===== config.mk =====
export PLATFORM = sky130hd
export DESIGN_NAME = gold_event_ctrl
export DESIGN_NICKNAME = d
export VERILOG_FILES = /design/src/rtl/gold_event_ctrl.sv
export SDC_FILE = /design/constraint.sdc
export NUM_CORES = 1
export LEC_CHECK = 0
export ABC_AREA = 1
export CORE_ASPECT_RATIO = 1.25
export CORE_UTILIZATION = 45
export DETAILED_ROUTE_END_ITERATION = 10
export GPL_TIMING_DRIVEN = 0
export MAX_ROUTING_LAYER = met4
export PLACE_DENSITY_LB_ADDON = 0.3
export SYNTH_ARGS = -nofsm -noshare
export SYNTH_HDL_FRONTEND = slang
export SYNTH_SLANG_ARGS = --single-unit

===== constraint.sdc =====
create_clock -name clk -period 1.6 [get_ports clk]
set_input_delay 0.32 -clock clk [delete_from_list [all_inputs] [get_ports clk]]
set_output_delay 0.32 -clock clk [all_outputs]
set_load 0.01 [all_outputs]

===== src/rtl/gold_event_ctrl.sv =====
// Gold bag event controller: accumulates per-frame overlap and support information.
// Results are committed one cycle after frame start, and the controller runs the digger eat handshake.
module gold_event_ctrl #(
   parameter int SUPPORT_MIN = 4,
   parameter int FLOOR_Y     = 448
) (
   input  logic        clk,
   input  logic        reset,
   input  logic        startOfFrame,
   input  logic [10:0] pixelX,
   input  logic [10:0] pixelY,
   input  logic        gold_dr,
   input  logic        digger_dr,
   input  logic        monster_dr,
   input  logic        dirt_dr,
   input  logic [10:0] goldTLX,
   input  logic [10:0] goldTLY,
   input  logic [3:0]  gold_state,
   output logic        collision,
   output logic        been_eaten,
   output logic        can_fall,
   output logic        monster_kill,
   output logic        digger_kill,
   output logic        score_add
);

   typedef enum logic [3:0] {
      G_REST   = 4'd0,
      G_WOBBLE = 4'd1,
      G_FALL   = 4'd2,
      G_GONE   = 4'd3,
      G_BROKEN = 4'd4
   } gold_state_e;

   typedef enum logic [1:0] {
      E_IDLE,
      E_REQ,
      E_DONE
   } eat_state_e;

   logic [11:0] sup_row;
   logic [11:0] x_hi;
   logic        ev_dg;
   logic        ev_mn;
   logic        ev_sup;

   logic        dg_hit_q, dg_hit_d;
   logic        mn_hit_q, mn_hit_d;
   logic [5:0]  sup_cnt_q, sup_cnt_d;
   logic        snap_dg_q;
   logic        snap_mn_q;
   logic [5:0]  snap_sup_q;
   logic        commit_q;

   eat_state_e  eat_q;
   logic [1:0]  req_cnt_q;

   logic        pushable;
   logic        fall_ok;
   logic        falling;
   logic        broken;
   logic        gone;
   logic        under_support;
   logic        above_floor;

   // 12-bit sums: a support row past 2047 can never equal an 11-bit pixelY.
   assign sup_row = {1'b0, goldTLY} + 12'd32;
   assign x_hi    = {1'b0, goldTLX} + 12'd31;

   assign ev_dg  = gold_dr && digger_dr;
   assign ev_mn  = gold_dr && monster_dr;
   assign ev_sup = dirt_dr && ({1'b0, pixelY} == sup_row) &&
                   ({1'b0, pixelX} >= {1'b0, goldTLX}) && ({1'b0, pixelX} <= x_hi);

   always_comb begin
      // NOTE: defaults first so every path assigns each signal and no latch is inferred.
      dg_hit_d  = dg_hit_q | ev_dg;
      mn_hit_d  = mn_hit_q | ev_mn;
      sup_cnt_d = sup_cnt_q;
      if (ev_sup && (sup_cnt_q != 6'd63)) begin
         sup_cnt_d = sup_cnt_q + 6'd1;
      end
      // Frame start restarts accumulation with this cycle's own events.
      if (startOfFrame) begin
         dg_hit_d  = ev_dg;
         mn_hit_d  = ev_mn;
         sup_cnt_d = {5'd0, ev_sup};
      end
   end

   always_ff @(posedge clk or posedge reset) begin
      if (reset) begin
         dg_hit_q   <= 1'b0;
         mn_hit_q   <= 1'b0;
         sup_cnt_q  <= 6'd0;
         snap_dg_q  <= 1'b0;
         snap_mn_q  <= 1'b0;
         snap_sup_q <= 6'd0;
         commit_q   <= 1'b0;
      end else begin
         // NOTE: non-blocking assignments so every register samples pre-edge values.
         dg_hit_q  <= dg_hit_d;
         mn_hit_q  <= mn_hit_d;
         sup_cnt_q <= sup_cnt_d;
         commit_q  <= startOfFrame;
         if (startOfFrame) begin
            snap_dg_q  <= dg_hit_q;
            snap_mn_q  <= mn_hit_q;
            snap_sup_q <= sup_cnt_q;
         end
      end
   end

   assign pushable      = (gold_state == G_REST) || (gold_state == G_WOBBLE);
   assign fall_ok       = pushable || (gold_state == G_FALL);
   assign falling       = (gold_state == G_FALL);
   assign broken        = (gold_state == G_BROKEN);
   assign gone          = (gold_state == G_GONE);
   assign under_support = int'(snap_sup_q) < SUPPORT_MIN;
   assign above_floor   = int'(goldTLY) < FLOOR_Y;

   // Kill pulses are suppressed for one cycle after firing, so back-to-back commits cannot stretch them.
   always_ff @(posedge clk or posedge reset) begin
      if (reset) begin
         collision    <= 1'b0;
         can_fall     <= 1'b0;
         monster_kill <= 1'b0;
         digger_kill  <= 1'b0;
      end else begin
         monster_kill <= commit_q && snap_mn_q && falling && !monster_kill;
         digger_kill  <= commit_q && snap_dg_q && falling && !digger_kill;
         if (commit_q) begin
            collision <= snap_dg_q && pushable;
            can_fall  <= under_support && above_floor && fall_ok;
         end
      end
   end

   always_ff @(posedge clk or posedge reset) begin
      if (reset) begin
         eat_q      <= E_IDLE;
         req_cnt_q  <= 2'd0;
         been_eaten <= 1'b0;
         score_add  <= 1'b0;
      end else begin
         score_add <= 1'b0;
         case (eat_q)
            E_IDLE: begin
               if (commit_q && snap_dg_q && broken) begin
                  eat_q      <= E_REQ;
                  req_cnt_q  <= 2'd0;
                  been_eaten <= 1'b1;
               end
            end
            E_REQ: begin
               if (gone) begin
                  eat_q      <= E_DONE;
                  been_eaten <= 1'b0;
                  score_add  <= 1'b1;
               end else if (commit_q) begin
                  // Give up after the fourth commit seen while requesting.
                  if (req_cnt_q == 2'd3) begin
                     eat_q      <= E_IDLE;
                     been_eaten <= 1'b0;
                  end else begin
                     req_cnt_q <= req_cnt_q + 2'd1;
                  end
               end
            end
            E_DONE: begin
               if (!gone) begin
                  eat_q <= E_IDLE;
               end
            end
            default: begin
               eat_q      <= E_IDLE;
               been_eaten <= 1'b0;
            end
         endcase
      end
   end

endmodule


## After elaboration in Yosys (flattened, before gate mapping)

Cells that the tools add are included.
Widths: inputs -> output; s select.

| word-level totals | value |
|---|---|
| output and inout bits | 6 |
| flip-flop bits (word level) | 27 |
| logic and storage cells | 91 |
| input bits | 55 |

| cells by class | value |
|---|---|
| bitwise gates (word level) | 3 |
| add/subtract/negate cells | 4 |
| magnitude comparators | 4 |
| eq/ne operators | 16 |
| reductions and logical operators | 27 |
| multiplexer cells | 22 |

Operator list:

| cell | number |
|---|---|
| $mux 2 | 9 |
| $logic_and 1x1->1 | 16 |
| $add 11x5->12 const B | 1 |
| $add 11x6->12 const B | 1 |
| $eq 11x12->1 | 1 |
| $le 11x12->1 | 1 |
| $mux 6 | 2 |
| $ge 11x11->1 | 1 |
| $lt 11x9->1 const B | 1 |
| $ne 2x2->1 const B | 5 |
| $eq 4x2->1 const B | 2 |
| $mux 1 | 8 |
| $reduce_and 4->1 | 2 |
| $add 6x1->6 const B | 1 |
| $lt 6x3->1 const B | 1 |
| $ne 3x3->1 const B | 2 |
| $ne 6x6->1 const B | 1 |
| $pmux 2 s3 | 1 |
| $reduce_and 5->1 | 1 |
| $eq 2x2->1 const B | 2 |
| $eq 4x1->1 const B | 1 |
| $eq 4x3->1 const B | 1 |
| $logic_not 4->1 | 1 |
| $pmux 2 s2 | 1 |
| other kinds (9) | 13 |

## Longest topological paths before layout

| depth | value |
|---|---|
| depth in word-level cells | 8 |
| depth in mapped cells | 20 |
| mapped depth without buffers | 20 |

## Worst setup path before layout

No wires, ideal clock.

| path | value |
|---|---|
| path type | input-to-reg |
| start point | input port goldTLX[0] |
| end point | register sup_cnt_q[0] |
| path buffers | 0 |
| setup time | 0.117 ns |
| data arrival time | 2.211 ns |
| data required time | 1.483 ns |
| slack | -0.728 ns |
| cell stages on the path | 18 |
| cells stage by stage | inv_1 > ha_1 > nand3_1 > o21ai_1 > nor3_1 > xor2_1 > ha_1 > nand2_1 > nor3_1 > nand2_1 > nand3_1 > nand2_1 > nand2_1 > nand3_2 > nand3_4 > nand2_4 > nand2_1 > nand2_1 |

| on the way | value |
|---|---|
| longest elaborated chain between the ends | 5 |

RTL lines:

| element | RTL line | RTL |
|---|---|---|
| start, declared | 16 | `input logic [10:0] goldTLX,` |
| $add 11x5->12 or $ge 11x11->1 (tied branches) | 68, 73 |  |
| $le 11x12->1 or $logic_and 1x1->1 (tied branches) | 73, 72 |  |
| $logic_and 1x1->1 * | 73 | `({1'b0, pixelX} >= {1'b0, goldTLX}) && ({1'b0, pixelX} <= x_hi);` |
| $logic_and 1x1->1 | 80 | `if (ev_sup && (sup_cnt_q != 6'd63)) begin` |
| $reduce_bool 2->1 (no source line) | -- |  |
| end signal, assigned | 104 | `sup_cnt_q <= sup_cnt_d;` |
| end, declared | 49 | `logic [5:0] sup_cnt_q, sup_cnt_d;` |

Every way passes the cells marked *; elsewhere a longest branch is shown, timed or not.
A chain may end at the register's enable or synchronous reset.

## Worst setup path in the final report

| path | value |
|---|---|
| start point | input port goldTLX[0] |
| end point | register sup_cnt_q[4] |

| on the way | value |
|---|---|
| longest elaborated chain between the ends | 5 |

RTL lines:

| element | RTL line |
|---|---|
| $add 11x5->12 or $ge 11x11->1 (tied branches) | 68, 73 |
| $le 11x12->1 or $logic_and 1x1->1 (tied branches) | 73, 72 |
| $logic_and 1x1->1 * | 73 |
| $logic_and 1x1->1 * | 80 |
| $reduce_bool 2->1 (no source line) * | -- |

Marked as above.

==> metrics.md <==
| Metric | Value |
|---|---|
| Clk pwr share | 19.7% |
| Logic pwr share | 41.4% |
| Clock Latency Late Sink | 0.27 ns |
| Global-route wire length before repair | 9.27 mm |
| Total number of vias | 2479 |
| Pwr/cell area | 582 mW/mm2 |
| EDFF count, synth | 0 |
| GPL Wtd Cong | 0.827 |
| Post-synthesis async set-or-reset flop share | 100% |
| RSZ-0062 raised after global routing | true |
| CP Data Required Time | 1.76 ns |
| Reg2reg setup slack | 0.11 ns |
| Max Root-Sink Buffers | 2 |
| Initial core utilization | 46.7% |
| Area contributors post-synth | dfrtp_1 26%, nand2_1 19%, ha_1 14% |
| Seq. cell area | 626 um2 |
| Core footprint | 0.00508 mm2 |
| Static Leak | 0.00174 uW |
| Fillers | 438 |
| Reg2reg start | sup_cnt_q[0] |
| Post-synthesis net count | 448 |
| Rel. slew slack | 39.1% |
| Worst-Margin Slew | 0.912 ns |
| Sequential area share after synthesis | 26.4% |
| Status | finished with violations |
| FF-to-FF path depth | 8 |
| Peak VDD IR | 0.748 mV |
| Final setup margin | -0.597 ns |
| Die Y | 83.2 um |
| Synth Cell Area | 0.00237 mm2 |
| Hold Violations, Final | 0 |
| TritonCTS Buffers | 3 |
| Die Width | 66.9 um |
| Drt first-iter violations | 72 |
| Root buf cell | clkbuf_8 |
| Failing checks | negative setup slack |
| Layout area overhead | 39.1% |
| Max Cap Viol | 0 |
| Synth top cells by count | 119 x nand2_1, 59 x inv_1, 30 x nand3_1 |
| Crit path max fanout | 7 |
| Critical path arrival | 2.36 ns |
| Worst-path clk slew | 0.09 ns |
| #FFs+latches synth | 25 |
| Fmax | 0.455 GHz |
| Number of remaining DRC errors | 0 |
| Clock skew | 0.00596 ns |
| GRT overflow | 0 |
| Internal power | 1250 uW |
| Yosys cell types | 31 |
| Top-count cell post-synth | nand2_1 |
| Initial antenna violation count | 0 |
| Net Sw Power | 666 uW |
| Setup Crit Path Kind | input port to flip-flop |
| WL/cell | 10.9 um |
| CTS Sinks | 25 |
| Net Sw Frac | 34.7% |
| Fin crit period | 2.20 ns |
| Area after DPL | 0.00310 mm2 |
| Die area | 0.00557 mm2 |
| Fin crit share | 137% |
| Final WL | 5.50 mm |
| Top cell type's share of synthesized area | 26.4% |
| Vias/cell | 4.92 |
| Fraction of final layout cells with drive strength greater than 1 | 10.9% |
| Post-Synthesis Cells | 367 |
| Vias in the first global route | 2372 |
| Setup crit end kind | flip-flop |
| Multi-input logic area | 0.00158 mm2 |
| H-tree level count | 1 |
| Top-Level Pins | 61 |
| Tightest Hold Check Type | flip-flop to flip-flop |
| Dominant synthesized flop cell | dfrtp_1 |
| WHS | 0.447 ns |
| Setup violators final | 6 |
| Startpoint types | input port |
| Sequential power share | 38.9% |
| Diode count | 0 |
| GRT Total Usage | 21.1% |
| Row count | 29 |
| DR pass1 iterations | 5 |
| Syn. warnings | 0 |
| Worst hold path cell count | 1 |
| Fin nets | 524 |
| Largest area contributor in the netlist | dfrtp_1 |
| Buffers on Ports | 60 |
| R2r endpoint | sup_cnt_q[4] |
| Synthesized area per cell | 6.46 um2 |
| DP HPWL | 4.22 mm |
| Cell area after layout | 0.00330 mm2 |
| Worst Hold End | digger_kill |
| Worst Hold Launch | digger_kill |
| CTS tree | done |
| Largest net degree at the start of global routing | 26 |
| DRT antenna net count | 0 |
| Final max-slew violation count | 0 |
[state kept, by name, indices dropped and copies added (netlist names)]
name / cells
mn_hit_q: 1
digger_kill: 1
dg_hit_q: 1
collision: 1
can_fall: 1
commit_q: 1
monster_kill: 1
eat_q: 2
snap_sup_q: 4
been_eaten: 1
score_add: 1
sup_cnt_q: 6
snap_mn_q: 1
req_cnt_q: 2
snap_dg_q: 1
[kinds of logic after synthesis]
group	after synthesis	synth area share (%)
flip-flops	25	26.4
adder cells (fa/ha/maj)	26	13.7
AND/OR/NAND/NOR	210	38.8
AO/OA/AOI/OAI	28	6.60
XOR/XNOR	10	3.69
buffers and inverters	68	10.8
[power groups by stage]
| stage | clock [uW] | combinational, uW | sequential, uW |
|---|---|---|---|
| global placement | 0 | 733 | 756 |
| global route | 414 | 912 | 754 |
| finish | 379 | 793 | 746 |
| CTS | 393 | 782 | 746 |
| detailed placement | 0 | 749 | 757 |
| floorplan | 0 | 465 | 755 |
[repair_timing]
action | CTS | global route
cloned | 0 | 0
pin swaps | 20 | 10
setup buffers | 10 | 2
hold buffers | 0 | 0
resized for setup | 44 | 8
setup endpoints to repair | 6 | 10
[cell usage in the layout (no fill, tap or decap), drive strengths merged, types with 2 or more instances in the layout]
cell           instances
clkinv                 2
inv                   64
clkdlybuf4s50         51
dfrtp                 25
a22o                   2
ha                    26
nand2                122
nor2                  31
buf                   17
nor3                   8
nand4                  9
xor2                   9
clkbuf                 4
nor4                   3
a21oi                 12
dlygate4sd2            3
nand3                 32
or2                    2
o21ai                 11
[worst max path at each step]
stage / startpoint / end / slack, ns / cells past startpoint
after detailed placement: goldTLX[1] / sup_cnt_q[4] / -1.46 / 19
after global routing: goldTLX[0] / sup_cnt_q[3] / -0.75 / 19
after CTS: goldTLX[0] / sup_cnt_q[4] / -0.55 / 19
after global placement: goldTLX[1] / sup_cnt_q[4] / -1.41 / 19
final: goldTLX[0] / sup_cnt_q[4] / -0.60 / 19
after floorplan: goldTLX[1] / sup_cnt_q[4] / -0.50 / 18
[per-stage QoR]
| step | power [uW] | worst slack [ns] | setup TNS [ns] | instances | util, % |
|---|---|---|---|---|---|
| floorplan | 1220 | -0.497 | -2.98 | 367 | - |
| global placement | 1490 | -1.41 | -9.72 | 489 | 61.1 |
| detailed placement | 1510 | -1.46 | -9.87 | 489 | 61.1 |
| CTS | 1920 | -0.550 | -3.24 | 502 | 64.2 |
| global route | 2080 | -0.751 | -4.48 | 504 | 64.9 |
| finish | 1920 | -0.597 | -3.52 | 504 | 64.9 |
[critical path: stages]
cell	delay [ns]
buf_8	0.11
inv_6	0.05
ha_4	0.14
nand3_4	0.08
o21ai_4	0.18
nor3_4	0.06
xor2_1	0.15
ha_1	0.30
nand2_2	0.07
nor3_4	0.22
nand2_1	0.07
nand3_1	0.07
nand2_1	0.05
nand2_1	0.06
nand3_2	0.09
nand3_4	0.12
nand2_4	0.09
nand2_1	0.07
nand2_1	0.05
[metal layers]
| layer | share of wire [%] | vias up | global-route usage, % |
|---|---|---|---|
| met5 | 0 | - | - |
| met4 | 0.89 | 0 | 5.61 |
| met3 | 4.1 | 6 | 1.37 |
| met2 | 49 | 56 | 36.3 |
| met1 | 46 | 1096 | 26.1 |
| li1 | - | 1321 | - |
[cell type report]
cell class | count | area share (%)
tap | 62 | 2.35
clock buffer | 3 | 1.25
clock inverter | 1 | 0.228
inverter | 66 | 8.24
timing repair buffer | 71 | 20.8
buffer | 2 | 0.228
sequential | 25 | 19.0
multi-input combinational | 274 | 47.9
(Power assumes the default switching activity.)
